### src/rtl/cpu16_mem_pkg.sv
// Shared definitions for the CPU16 data-memory port: sequencer states and data widths.
// The fetch unit is expected to import this package as well.
package cpu16_mem_pkg;

    localparam int WORD_W        = 16;
    localparam int BYTE_W        = 8;
    localparam int MEM_BYTES_DEF = 128;

    typedef enum logic [2:0] {
        ST_IDLE,
        ST_RD,
        ST_RD_WAIT,
        ST_WR,
        ST_RESP
    } lsu_state_t;

endpackage

### src/rtl/byte_lane_merge.sv
// Byte-lane helper for a big-endian 16-bit memory. The byte at the access address is always the high byte.
// It builds the read-modify-write store word and the sign- or zero-extended byte-load value.
module byte_lane_merge
    import cpu16_mem_pkg::*;
(
    input  logic [BYTE_W-1:0] store_byte,
    input  logic [WORD_W-1:0] read_word,
    input  logic              sign,
    output logic [WORD_W-1:0] merged,
    output logic [WORD_W-1:0] ext_load
);

    assign merged   = {store_byte, read_word[BYTE_W-1:0]};
    assign ext_load = {{BYTE_W{sign & read_word[WORD_W-1]}}, read_word[WORD_W-1:BYTE_W]};

endmodule

### src/rtl/load_store_unit.sv
// CPU16 load/store unit. It accepts one request at a time and sequences the data-memory strobes.
// Byte stores are done as read-modify-write. The response is held until it is accepted.
module load_store_unit
    import cpu16_mem_pkg::*;
#(
    parameter int MEM_BYTES = MEM_BYTES_DEF
) (
    input  logic              Clock,
    input  logic              Reset,
    input  logic              ReqValid,
    output logic              ReqReady,
    input  logic              ReqWrite,
    input  logic              ReqByte,
    input  logic              ReqSigned,
    input  logic [WORD_W-1:0] ReqAddr,
    input  logic [WORD_W-1:0] ReqWData,
    output logic              RespValid,
    input  logic              RespReady,
    output logic [WORD_W-1:0] RespData,
    output logic              RespFault,
    output logic [WORD_W-1:0] Adresa,
    output logic [WORD_W-1:0] WriteData,
    output logic              MemWrite,
    output logic              MemRead,
    input  logic [WORD_W-1:0] ReadData
);

    localparam logic [WORD_W-1:0] WORD_LAST = WORD_W'(MEM_BYTES - 2);
    localparam logic [WORD_W-1:0] BYTE_LAST = WORD_W'(MEM_BYTES - 1);

    lsu_state_t        state_reg;
    logic              write_reg;
    logic              byte_reg;
    logic              signed_reg;
    logic [WORD_W-1:0] addr_reg;
    logic [WORD_W-1:0] wdata_reg;
    logic [WORD_W-1:0] merge_reg;
    logic              resp_valid_reg;
    logic [WORD_W-1:0] resp_data_reg;
    logic              resp_fault_reg;

    logic              range_fault;
    logic [WORD_W-1:0] merged;
    logic [WORD_W-1:0] ext_load;
    logic              rd_strobe;
    logic              wr_strobe;

    byte_lane_merge u_merge (
        .store_byte (wdata_reg[BYTE_W-1:0]),
        .read_word  (ReadData),
        .sign       (signed_reg),
        .merged     (merged),
        .ext_load   (ext_load)
    );

    assign range_fault = ReqByte ? (ReqAddr > BYTE_LAST) : (ReqAddr > WORD_LAST);

    always_ff @(posedge Clock) begin
        if (Reset) begin
            state_reg      <= ST_IDLE;
            write_reg      <= 1'b0;
            byte_reg       <= 1'b0;
            signed_reg     <= 1'b0;
            addr_reg       <= '0;
            wdata_reg      <= '0;
            merge_reg      <= '0;
            resp_valid_reg <= 1'b0;
            resp_data_reg  <= '0;
            resp_fault_reg <= 1'b0;
        end else begin
            case (state_reg)
                ST_IDLE: begin
                    if (ReqValid) begin
                        write_reg     <= ReqWrite;
                        byte_reg      <= ReqByte;
                        signed_reg    <= ReqSigned;
                        addr_reg      <= ReqAddr;
                        wdata_reg     <= ReqWData;
                        resp_data_reg <= '0;
                        if (range_fault) begin
                            resp_valid_reg <= 1'b1;
                            resp_fault_reg <= 1'b1;
                            state_reg      <= ST_RESP;
                        end else if (ReqWrite && !ReqByte) begin
                            state_reg <= ST_WR;
                        end else begin
                            state_reg <= ST_RD;
                        end
                    end
                end
                ST_RD: state_reg <= ST_RD_WAIT;
                ST_RD_WAIT: begin
                    if (write_reg) begin
                        merge_reg <= merged;
                        state_reg <= ST_WR;
                    end else begin
                        resp_data_reg  <= byte_reg ? ext_load : ReadData;
                        resp_valid_reg <= 1'b1;
                        state_reg      <= ST_RESP;
                    end
                end
                ST_WR: begin
                    resp_valid_reg <= 1'b1;
                    state_reg      <= ST_RESP;
                end
                ST_RESP: begin
                    if (RespReady) begin
                        resp_valid_reg <= 1'b0;
                        resp_data_reg  <= '0;
                        resp_fault_reg <= 1'b0;
                        state_reg      <= ST_IDLE;
                    end
                end
                default: state_reg <= ST_IDLE;
            endcase
        end
    end

    // Reset also masks the strobes, so a WR cycle that is being reset never writes memory.
    assign rd_strobe = (state_reg == ST_RD) && !Reset;
    assign wr_strobe = (state_reg == ST_WR) && !Reset;

    assign MemRead   = rd_strobe;
    assign MemWrite  = wr_strobe;
    assign Adresa    = (rd_strobe || wr_strobe) ? addr_reg : '0;
    assign WriteData = wr_strobe ? (byte_reg ? merge_reg : wdata_reg) : '0;

    assign ReqReady  = (state_reg == ST_IDLE);
    assign RespValid = resp_valid_reg;
    assign RespData  = resp_data_reg;
    assign RespFault = resp_fault_reg;

endmodule

### config.mk
export PLATFORM = sky130hd
export DESIGN_NAME = load_store_unit
export DESIGN_NICKNAME = d
export VERILOG_FILES = /design/src/rtl/cpu16_mem_pkg.sv /design/src/rtl/byte_lane_merge.sv /design/src/rtl/load_store_unit.sv
export SDC_FILE = /design/constraint.sdc
export NUM_CORES = 1
export LEC_CHECK = 0
export CORE_MARGIN = 2
export CORE_UTILIZATION = 25
export DETAILED_ROUTE_END_ITERATION = 8
export SLEW_MARGIN = 20
export SYNTH_ARGS = -nofsm -noshare
export SYNTH_HDL_FRONTEND = slang
export SYNTH_SLANG_ARGS = --single-unit
### constraint.sdc
create_clock -name Clock -period 1.8 [get_ports Clock]
set_input_delay 0.27 -clock Clock [delete_from_list [all_inputs] [get_ports Clock]]
set_output_delay 0.27 -clock Clock [all_outputs]
set_load 0.01 [all_outputs]
* Yosys cells after proc, flatten, opt, wreduce, memory -nomap -nowiden
Index checks and enable logic that the tools add are counted.
Storage, ports and cells: ROM bits 0, bits in registers 72, bits in latches 0, memories kept 0, bits of input ports 55, output and inout port bits 53, bits in writable memories 0, word-level logic and storage cells 58
Operators by class: shifts and indexed selects 0, mux-type cells 21, multipliers 0, reductions and logical operators 16, eq/ne operators 8, $lt $le $gt $ge 2, $add $sub $neg 0, divide/modulo/power cells 0, bitwise operators 1
Operators with widths (number):
- $mux W16 | 7
- $pmux W16 S3 | 1
- $gt A16 B7 Y1 const B | 2
- $pmux W3 S5 | 1
- $mux W3 | 4
- $reduce_and A4 Y1 | 2
- $eq A3 B2 Y1 const B | 2
- $ne A2 B2 Y1 const B | 3
- $reduce_and A2 Y1 | 3
- $mux W1 | 5
- $reduce_and A5 Y1 | 1
- $pmux W1 S4 | 1
- $reduce_bool A4 Y1 | 1
- $eq A3 B1 Y1 const B | 1
- $eq A3 B3 Y1 const B | 1
- $logic_and A1 B1 Y1 | 3
- $logic_not A3 Y1 | 1
- $reduce_bool A3 Y1 | 1
- $logic_not A1 Y1 | 2
- $mux W2 | 1
- $ne A2 B1 Y1 const B | 1
- $pmux W1 S2 | 1
- $reduce_bool A2 Y1 | 1
- $and A1 B1 Y1 | 1
- $logic_or A1 B1 Y1 | 1

* Longest topological paths before layout
Gate-level depths: netlist of the first run.
depth in word-level cells 6, depth in mapped cells 7, mapped depth without buffers 5

* Cells and area by module
A second synthesis of the first run with hierarchy kept.
Second synthesis, totals: cell total of the unflattened synthesis 437, area, all modules 3473.3 sq um
By module, submodules not included:
- load_store_unit | area an instance 3234.4 sq um, times used 1, cells an instance 405, seq. area each 1441.4 sq um
- byte_lane_merge | area an instance 239.0 sq um, times used 1, cells an instance 32, seq. area each 0.0 sq um

* Least setup slack after synthesis of the first run
No wires, ideal clock.
path type register -> output, start point register state_reg[0], end point output port WriteData[10], arrival 1.303 ns, data required time 1.530 ns, stages on the path, launching flop included 6, path buffers 1, slack 0.227 ns, cells stage by stage dfxtp_1 > inv_2 > nor3_4 > nand2_2 > buf_2 > nor2_1
On the way: cells in the longest elaborated chain, start to end 3
Ends and longest elaborated chain:
- start, declared | RTL line load_store_unit.sv:31 | lsu_state_t state_reg;
- start signal, assigned | RTL line load_store_unit.sv:60 | state_reg <= ST_IDLE;
- start signal, assigned | RTL line load_store_unit.sv:83 | state_reg <= ST_RESP;
- start signal, assigned | RTL line load_store_unit.sv:85 | state_reg <= ST_WR;
- $eq A3 B2 Y1 | RTL line load_store_unit.sv:121 | assign wr_strobe = (state_reg == ST_WR) && !Reset;
- $logic_and A1 B1 Y1 | RTL line load_store_unit.sv:121
- $mux W16 | RTL line load_store_unit.sv:126 | assign WriteData = wr_strobe ? (byte_reg ? merge_reg : wdata_reg) : '0;
- end, declared | RTL line load_store_unit.sv:22 | output logic [WORD_W-1:0] WriteData,
No other way between the ends.

* Worst setup path after layout of the first run
start point register state_reg[2], end point output port WriteData[8]
The elaborated chain is that of the path after synthesis.

==> results.py, run 1 <==
metrics = {
    "timing": {
        "finalHoldViolations": 0,
        "period_share_pct": 102,
        "fin_crit_ns": 1.83,
        "slew_headroom_pct": 50.2,
        "setup_violations": 4,
        "setup_ws_ns": -0.0332,
        "whs_ns": 0.451,
        "fin_worst_skew_ns": 0.00669,
        "tightest_slew_ns": 0.747,
        "report.final.slew_viol_count": 0,
        "max_freq_mhz": 546,
        "rsz0062_at_grt": "true",
    },
    "drt": {
        "drt_iter0_drc": 192,
        "drt-total-wl_um": 10200,
        "viasPerCell": 4.53,
        "num_vias": 3174,
        "first_pass_iters": 4,
        "post_drt_wl_per_cell_um": 14.6,
        "drc_errors": 0,
        "ant_nets": 0,
    },
    "worst_setup_path": {
        "crit_path_max_fanout": 8,
        "worst-r2r-setup-slack_ns": 0.13,
        "required_ns": 1.53,
        "cp.arrival_ns": 1.56,
        "criticalPathCategory": "reg2out",
        "worst_setup_path_end_kind": "primary output",
        "crit_path_start_kind": "flop",
    },
    "final_layout": {
        "final_cells": 700,
        "final_cell_mix": "nand2_1 (112), clkdlybuf4s50_1 (71), dfxtp_1 (68)",
        "final_common_cell": "nand2_1",
        "final_nets": 578,
        "antennaDiodeCount": 0,
        "syn_to_final_growth_pct": 53.4,
        "drive_gt1_share_pct": 22.5,
        "utilization_pct": 39.4,
    },
    "grt": {
        "grt_pass1_wl_um": 16300,
        "overflow": 0,
        "grtUsageMet3_pct": 3.34,
        "antenna_found_initial": 1,
        "grt-busiest-layer": "met2",
        "grtUsageMet1_pct": 18.9,
        "grt_pass1_vias": 3184,
        "grt_use_total_pct": 14.6,
        "grt_max_degree": 70,
        "met2_usage_pct": 23.8,
    },
    "synth": {
        "synthDistinctLibCells": 39,
        "synth-seq-area-share_pct": 44.5,
        "synth_xor_area_share_pct": 0,
        "synth_top_family_by_area": "simple AND/OR/NAND/NOR gates",
        "synth_area_um2": 3240,
        "synth-simple-area-share_pct": 25.8,
        "synth.net_count": 458,
        "yosys_warnings": 0,
        "synth-adder-area-share_pct": 0,
        "synthCells": 403,
        "synth_mux_area_share_pct": 8.03,
        "ys_seq_elements": 72,
        "syn_avg_cell_area_um2": 8.04,
        "synth_compound_area_share_pct": 16.3,
    },
    "floorplanning": {
        "fp.coreArea_um2": 12600,
        "fp.dieH_um": 118,
        "fp.dieArea_um2": 13900,
        "fp.dieW_um": 118,
        "num_rows": 41,
        "ioPinCount": 108,
        "initial_core_util_pct": 25.7,
    },
    "hold_path": {
        "worstHoldPathType": "reg2reg",
    },
    "place": {
        "numPortBuffers": 107,
        "pre_cts_slack_ns": -0.120,
        "gp_congestion": 0.776,
        "hpwlAfterDp_um": 6850,
        "placedCellCount": 677,
    },
    "clocking": {
        "tritoncts": "done",
        "cts_buffers": 9,
        "clock_path_buffers": 2,
        "cts_sinks": 72,
        "cts-root-buf": "clkbuf_16",
        "htree_levels": 3,
        "path_clk_slew_ns": 0.06,
        "clk_latency_ns": 0.32,
    },
    "run_status": {
        "status": "finished with violations",
        "violations": "negative setup slack",
    },
    "pwr": {
        "leakage_nw": 1.81,
        "power.density_nw_per_um2": 785,
        "ir_drop_mv": 0.463,
    },
    "flow_run": {
        "maxCapViolCount": 0,
    },
}
## power breakdown
| group | internal (mW) | switching [mW] |
|---|---|---|
| Combinational | 0.223 | 0.217 |
| Sequential | 1.65 | 0.0319 |
| Clock | 1.11 | 0.679 |
## cell families after synthesis
group	after synthesis
muxes	25
DFF	72
AOI/OAI and AO/OA	90
buffers and inverters	32
and+or+nand+nor	184
## metrics by stage
step / total power, mW / setup TNS (ns) / instance area (µm²)
after floorplan: 1.93 / 0 / 3240
after global placement: 2.14 / -0.901 / 4570
after detailed placement: 2.14 / -1.65 / 4570
after CTS: 3.94 / -0.473 / 4930
after global routing: 4.07 / -0.545 / 4970
final: 3.91 / -0.0704 / 4970
## area by class of cell
cell class / count / area [µm²]
clock inverters: 5 / 56.3
multi-input cells: 301 / 1770
fillers: 1327 / 7650
clock buffers: 11 / 243
flip-flops and latches: 72 / 1450
repair buffers: 133 / 1220
well taps: 172 / 215
inverters: 6 / 22.5
## worst max-delay path: stages, from the launching register on
cell and delay [ns]:
dfxtp_2 0.33, nor3_4 0.18, buf_6 0.13, buf_4 0.14
nand2_8 0.10, nor2_2 0.13, clkdlybuf4s15_2 0.23
## synth_stat cells (all sizes together)
master,n,share of area [%]
mux2i,17,5.2
buf,17,3.7
nand4,2,0.58
a211oi,1,0.39
nor2,34,4.2
nand4b,1,0.27
o21ai,3,0.58
inv,6,0.69
o211ai,8,1.9
nand2b,4,0.77
a32oi,2,0.54
dfxtp,72,44
o41ai,1,0.27
mux2,8,2.8
a21oi,62,9.6
or2,1,0.27
clkbuf,9,1.0
o311ai,1,0.27
nor4,3,0.77
o211a,1,0.31
and2,17,3.3
nor3,3,0.81
nand2,114,13
nor3b,1,0.23
a31oi,1,0.19
o21a,2,0.46
nand3,3,0.46
nor4b,1,0.73
a22oi,8,1.9
## timing repair
action / CTS / global route
setup endpoints to repair: 35 / 34
pin swaps: 3 / 3
gates cloned: 2 / 1
hold buffers: 0 / 0
resized for setup: 137 / 34
buffers inserted: 4 / 0
## layer usage
| layer | vias to the layer above | wire (µm) |
|---|---|---|
| li1 | 1602 | - |
| met1 | 1485 | 4720 |
| met2 | 74 | 4920 |
| met3 | 11 | 427 |
| met4 | 2 | 108 |
| met5 | - | 13 |
## path summary, 6_finish.rpt
check	from	cells after the start	endpoint
worst max-delay path	state_reg[2]	6	WriteData[8]
worst min-delay path	addr_reg[3]	2	addr_reg[3]
worst max register to register	state_reg[0]	7	addr_reg[8]
worst min register to register	addr_reg[3]	2	addr_reg[3]
(Power assumes the default switching activity.)
==> inputs of run 2 (changes only) <==
- CTS_CLUSTER_DIAMETER: default -> 50
- TNS_END_PERCENT: default -> 1
==> run 2 against run 1 <==
Compared with the run above: the flow now finishes without violations; combinational power down 2%; worst hold slack about the same; via count down 1.0%; count of clock-buffer cells in the layout unchanged; critical path depth down 1; routed wire length down 2.6%; clock power about the same; sequential cell count unchanged; clock skew about the same; non-clock buffer count down 4.
==> results.py, run 2 (synthesized netlist as in run 1, its figures left out) <==
metrics = {
    "worst_setup_path": {
        "critical_path_depth": 5,
        "cp.arrival_ns": 1.51,
        "reg2reg_depth": 7,
        "cp_top_family": "simple AND/OR/NAND/NOR gates",
        "slowest_stage": "dfxtp_2",
        "path_buf_inv": 2,
        "critPathMaxStageDelay_ns": 0.33,
        "required_ns": 1.53,
        "worstPathCellList": "nor3_4 > buf_6 > nand2_4 > nor2_2 > clkdlybuf4s15_2",
        "criticalPathCategory": "reg2out",
        "worst_setup_path_end_kind": "primary output",
        "crit_path_max_fanout": 9,
        "crit_path_start_kind": "flop",
    },
    "timing": {
        "finalHoldViolations": 0,
        "fin_worst_skew_ns": 0.00640,
        "slew_headroom_pct": 49.7,
        "fin_crit_ns": 1.78,
        "fin_setup_tns_ns": 0,
        "period_share_pct": 98.9,
        "whs_ns": 0.451,
        "rsz0062_at_grt": "true",
        "report.final.slew_viol_count": 0,
        "max_freq_mhz": 562,
        "setup_violations": 0,
        "tightest_slew_ns": 0.754,
    },
    "clocking": {
        "cts-root-buf": "clkbuf_16",
        "htree_levels": 3,
        "path_clk_slew_ns": 0.06,
        "clock_path_buffers": 2,
        "cts_hold_buffers": 0,
        "tritoncts": "done",
        "cts_buffers": 9,
        "clk_latency_ns": 0.32,
        "cts_sinks": 72,
    },
    "grt": {
        "grt_pass1_wl_um": 16200,
        "grt_use_total_pct": 14.4,
        "grt_pass1_vias": 3171,
        "antenna_found_initial": 1,
        "grt_max_degree": 70,
        "overflow": 0,
    },
    "drt": {
        "post_drt_wl_per_cell_um": 14.3,
        "drc_errors": 0,
        "num_vias": 3141,
        "first_pass_iters": 4,
        "drt-total-wl_um": 9930,
        "drt_iter0_drc": 193,
        "ant_nets": 0,
        "viasPerCell": 4.52,
    },
    "final_layout": {
        "final_nets": 573,
        "syn_to_final_growth_pct": 47.8,
        "fill_cells": 1348,
        "seqCellArea_um2": 1450,
        "final_cell_mix": "nand2_1 (112), clkdlybuf4s50_1 (71), dfxtp_1 (68)",
        "final_common_cell": "nand2_1",
        "multiInputGateArea_um2": 1660,
        "drive_gt1_share_pct": 19.5,
        "utilization_pct": 38.0,
        "design_area_um2": 4790,
        "antennaDiodeCount": 0,
    },
    "pwr": {
        "leakage_nw": 1.79,
        "power.density_nw_per_um2": 812,
        "ir_drop_mv": 0.469,
    },
    "floorplanning": {
        "fp.dieArea_um2": 13900,
        "fp.dieW_um": 118,
        "initial_core_util_pct": 25.7,
        "ioPinCount": 108,
        "fp.coreArea_um2": 12600,
        "fp.dieH_um": 118,
        "num_rows": 41,
    },
    "run_status": {
        "status": "complete, no violations",
    },
    "place": {
        "numPortBuffers": 107,
        "hpwlAfterDp_um": 6850,
        "gp_congestion": 0.776,
        "place_area_um2": 4570,
    },
    "flow_run": {
        "maxCapViolCount": 0,
    },
    "hold_path": {
        "min_path_cells": 2,
        "worstHoldPathType": "reg2reg",
    },
}
## run 2: routing by layer
metal | global-route usage (%) | up-vias | wire (µm)
met5 | 0 | - | 13
met3 | 3.34 | 8 | 420
li1 | - | 1587 | -
met4 | 5.05 | 2 | 83
met1 | 18.5 | 1469 | 4640
met2 | 23.8 | 75 | 4770
## run 2: per-stage QoR
stage | setup slack [ns] | instances | power, mW
6_report | 0.0192 | 695 | 3.89
5_1_grt | -0.0537 | 695 | 4.06
4_1_cts | -0.00577 | 695 | 3.94
3_5_place_dp | -0.120 | 677 | 2.14
3_3_place_gp | -0.103 | 677 | 2.14
2_1_floorplan | 0.227 | 403 | 1.93
## run 2: layout make-up
type                       count  area share, %
clock inverter                 5           1.18
tap                          172           4.49
sequential                    72           30.2
inverter                       6          0.470
clock buffer                  11           5.07
multi-input combinational    300           34.7
timing repair buffer         129           23.9
## run 2: worst reg2reg max path: stages, from the launching register on
cell and delay [ns]:
dfxtp_2 0.32, buf_4 0.15, or2_4 0.28, nor2_4 0.12
and2_1 0.30, buf_4 0.22, nand2_1 0.08, a21oi_1 0.12
## run 2: report_power, final
part / switching, mW / total, mW / internal, mW / leakage, nW
Sequential: 0.0313 / 1.68 / 1.65 / 0.588
Combinational: 0.210 / 0.430 / 0.221 / 1.06
Clock: 0.674 / 1.78 / 1.11 / 0.145
Total: 0.915 / 3.89 / 2.98 / 1.79
## run 2: final timing paths
| path | startpoint | to | slack [ns] |
|---|---|---|---|
| worst max register to register | state_reg[0] | addr_reg[8] | 0.14 |
| worst max-delay path | state_reg[2] | WriteData[7] | 0.02 |
| worst min register to register | RespData[13] | RespData[13] | 0.45 |
| worst min-delay path | RespData[13] | RespData[13] | 0.45 |
## run 2: what timing repair did
item                       in CTS  in global routing
gates cloned                    1                  0
setup buffers                   1                  0
setup endpoints to repair      35                 36
gates resized for setup        83                 44
pin swaps                       1                  0
==> inputs of run 3 (changes only) <==
- ABC_AREA: default -> 1
==> run 3 against run 2 <==
Compared with the run above: count of clock-buffer cells in the layout is the same; worst hold slack gained 0.00068 ns; largest cell class is now registers; routed wire length shrank 6.9%.
==> results.py, run 3 <==
metrics = {
    "flow_run": {
        "maxCapViolCount": 0,
    },
    "timing": {
        "finalHoldViolations": 0,
        "fin_worst_skew_ns": 0.00954,
        "slew_headroom_pct": 72.8,
        "rsz0062_at_grt": "true",
        "tightest_slew_ns": 0.408,
        "fin_crit_ns": 1.75,
        "report.final.slew_viol_count": 0,
        "period_share_pct": 97.0,
        "setup_violations": 0,
        "max_freq_mhz": 573,
    },
    "drt": {
        "viasPerCell": 4.35,
        "drt-total-wl_um": 9250,
        "num_vias": 3177,
        "drt_iter0_drc": 115,
        "drc_errors": 0,
        "post_drt_wl_per_cell_um": 12.6,
        "first_pass_iters": 4,
        "ant_nets": 0,
    },
    "synth": {
        "yosys-top-cells-area": "dfxtp_1 (45%), a21oi_1 (13%), o21ai_0 (9.4%), nor2_1 (7.1%), inv_1 (6.4%)",
        "synth_area_um2": 3180,
        "synth.net_count": 503,
        "yosysMostFrequentCell": "a21oi_1",
        "synthCells": 448,
        "ys_seq_elements": 72,
        "async_reset_ff_share_pct": 0,
        "synth-seq-area-share_pct": 45.3,
        "synth_common_cells": "a21oi_1 (85), dfxtp_1 (72), nor2_1 (60), o21ai_0 (60), inv_1 (54)",
        "synth_ff_type": "dfxtp_1",
        "syn_avg_cell_area_um2": 7.10,
        "synth_area_leader_cell": "dfxtp_1",
        "synthDistinctLibCells": 22,
        "synth_top_area_share_pct": 45.3,
        "yosys_warnings": 0,
        "synth-edff-count": 0,
    },
    "floorplanning": {
        "fp.dieArea_um2": 13600,
        "initial_core_util_pct": 25.4,
        "fp.coreArea_um2": 12500,
        "fp.dieH_um": 117,
        "fp.dieW_um": 117,
        "ioPinCount": 108,
        "num_rows": 41,
    },
    "hold_path": {
        "min_path_cells": 2,
        "worstHoldStart": "wdata_reg[8]",
        "worstHoldPathType": "reg2reg",
    },
    "pwr": {
        "finalPower_mw": 4.24,
        "switching_share_pct": 24.1,
        "p_int_mw": 3.22,
        "power.density_nw_per_um2": 905,
        "p_switching_mw": 1.02,
        "leakage_nw": 1.90,
        "seq_power_share_pct": 40.7,
        "ir_drop_mv": 0.387,
        "pwr-share-comb_pct": 14.6,
        "power_frac_clock_pct": 44.7,
    },
    "clocking": {
        "clk_latency_ns": 0.34,
        "cts_buffers": 9,
        "cts-root-buf": "clkbuf_16",
        "clock_path_buffers": 2,
        "path_clk_slew_ns": 0.05,
        "htree_levels": 3,
        "cts_sinks": 72,
        "cts_hold_buffers": 0,
        "tritoncts": "done",
    },
    "final_layout": {
        "fill_cells": 1356,
        "final_cell_mix": "a21oi_1 (85), clkdlybuf4s50_1 (72), dfxtp_1 (71)",
        "final_common_cell": "a21oi_1",
        "final_cells": 731,
        "multiInputGateArea_um2": 1390,
        "final_nets": 611,
        "antennaDiodeCount": 0,
        "drive_gt1_share_pct": 14.7,
        "seqCellArea_um2": 1440,
        "syn_to_final_growth_pct": 47.4,
    },
    "place": {
        "numPortBuffers": 107,
        "hpwlAfterDp_um": 6740,
        "placedCellCount": 717,
        "gp_congestion": 0.800,
    },
    "grt": {
        "grt_use_total_pct": 14.0,
        "antenna_found_initial": 0,
        "grt_pass1_wl_um": 14700,
        "overflow": 0,
        "grt_pass1_vias": 3005,
        "grt_max_degree": 47,
    },
    "worst_setup_path": {
        "crit_start": "state_reg[0]",
        "required_ns": 1.53,
        "reg2reg_depth": 9,
        "crit_path_start_kind": "flop",
        "criticalPathCategory": "reg2out",
        "crit_path_max_fanout": 16,
        "worstReg2RegStart": "state_reg[0]",
        "worst_setup_path_end_kind": "primary output",
        "cp.arrival_ns": 1.48,
    },
    "run_status": {
        "status": "complete, no violations",
    },
}
## run 3: changes by cell type in the layout (fill, tap and decap cells not counted), moves of 10 or more
cell / before / now
nand2_1: 112 / 44
o21ai_0: 2 / 60
inv_1: 5 / 54
nor2_1: 29 / 59
a21oi_1: 62 / 85
mux2i_1: 17 / 0
and2_1: 15 / 0
clkbuf_2: 20 / 30
## run 3: timing repair
item	CTS	global route
pin swaps	0	0
gates resized for setup	57	46
setup buffers	0	0
setup endpoints to repair	35	32
## run 3: path summary, 6_finish.rpt
| check | slack, ns | endpoint |
|---|---|---|
| max | 0.05 | WriteData[11] |
| min | 0.45 | wdata_reg[8] |
| max reg2reg | 0.17 | wdata_reg[14] |
| min reg2reg | 0.45 | wdata_reg[8] |
## run 3: critical path, stage by stage, from the launching register on
cell and delay, ns:
dfxtp_1 0.35, nand2_1 0.09, nor2_2 0.10, inv_2 0.05
nor2_4 0.10, inv_4 0.10, nor2_1 0.11, clkdlybuf4s15_2 0.23
## run 3: stage by stage
step / util [%] / area (µm²) / hold slack (ns) / setup WS [ns] / TNS (ns)
after floorplan: - / 3180 / 0.413 / 0.204 / 0
after global placement: 36.2 / 4530 / 0.439 / -0.268 / -7.55
after detailed placement: 36.2 / 4530 / 0.446 / -0.308 / -7.82
after CTS: 38.5 / 4820 / 0.454 / 0.00114 / 0
after global routing: 37.5 / 4690 / 0.468 / -0.0832 / -0.0906
final: 37.5 / 4690 / 0.452 / 0.0545 / 0
## run 3: layout make-up
class | instances | area share, %
clock buffer | 11 | 5.18
clock inverter | 3 | 1.44
inverter | 60 | 4.86
multi-input combinational | 289 | 29.6
sequential | 72 | 30.8
tap | 172 | 4.59
timing repair buffer | 124 | 23.5
## run 3: power by group through the flow
stage          sequential (mW)  combinational (mW)  clock (mW)
6_report                  1.72               0.619        1.90
5_1_grt                   1.73               0.692        2.02
2_1_floorplan             1.76               0.321           0
3_3_place_gp              1.76               0.612           0
4_1_cts                   1.73               0.623        1.95
3_5_place_dp              1.76               0.624           0
## run 3: kinds of logic after synthesis
logic type / synth area share (%)
DFF: 45.3
buffers and inverters: 11.3
and+or+nand+nor: 16.8
AOI/OAI and AO/OA: 26.6
## run 3: routing by layer
metal / wire length, µm / track usage, % / up-vias
li1: - / - / 1669
met4: 134 / 5.41 / 0
met5: 0 / 0 / -
met3: 532 / 4.17 / 10
met1: 4350 / 17.9 / 1422
met2: 4230 / 22.4 / 76
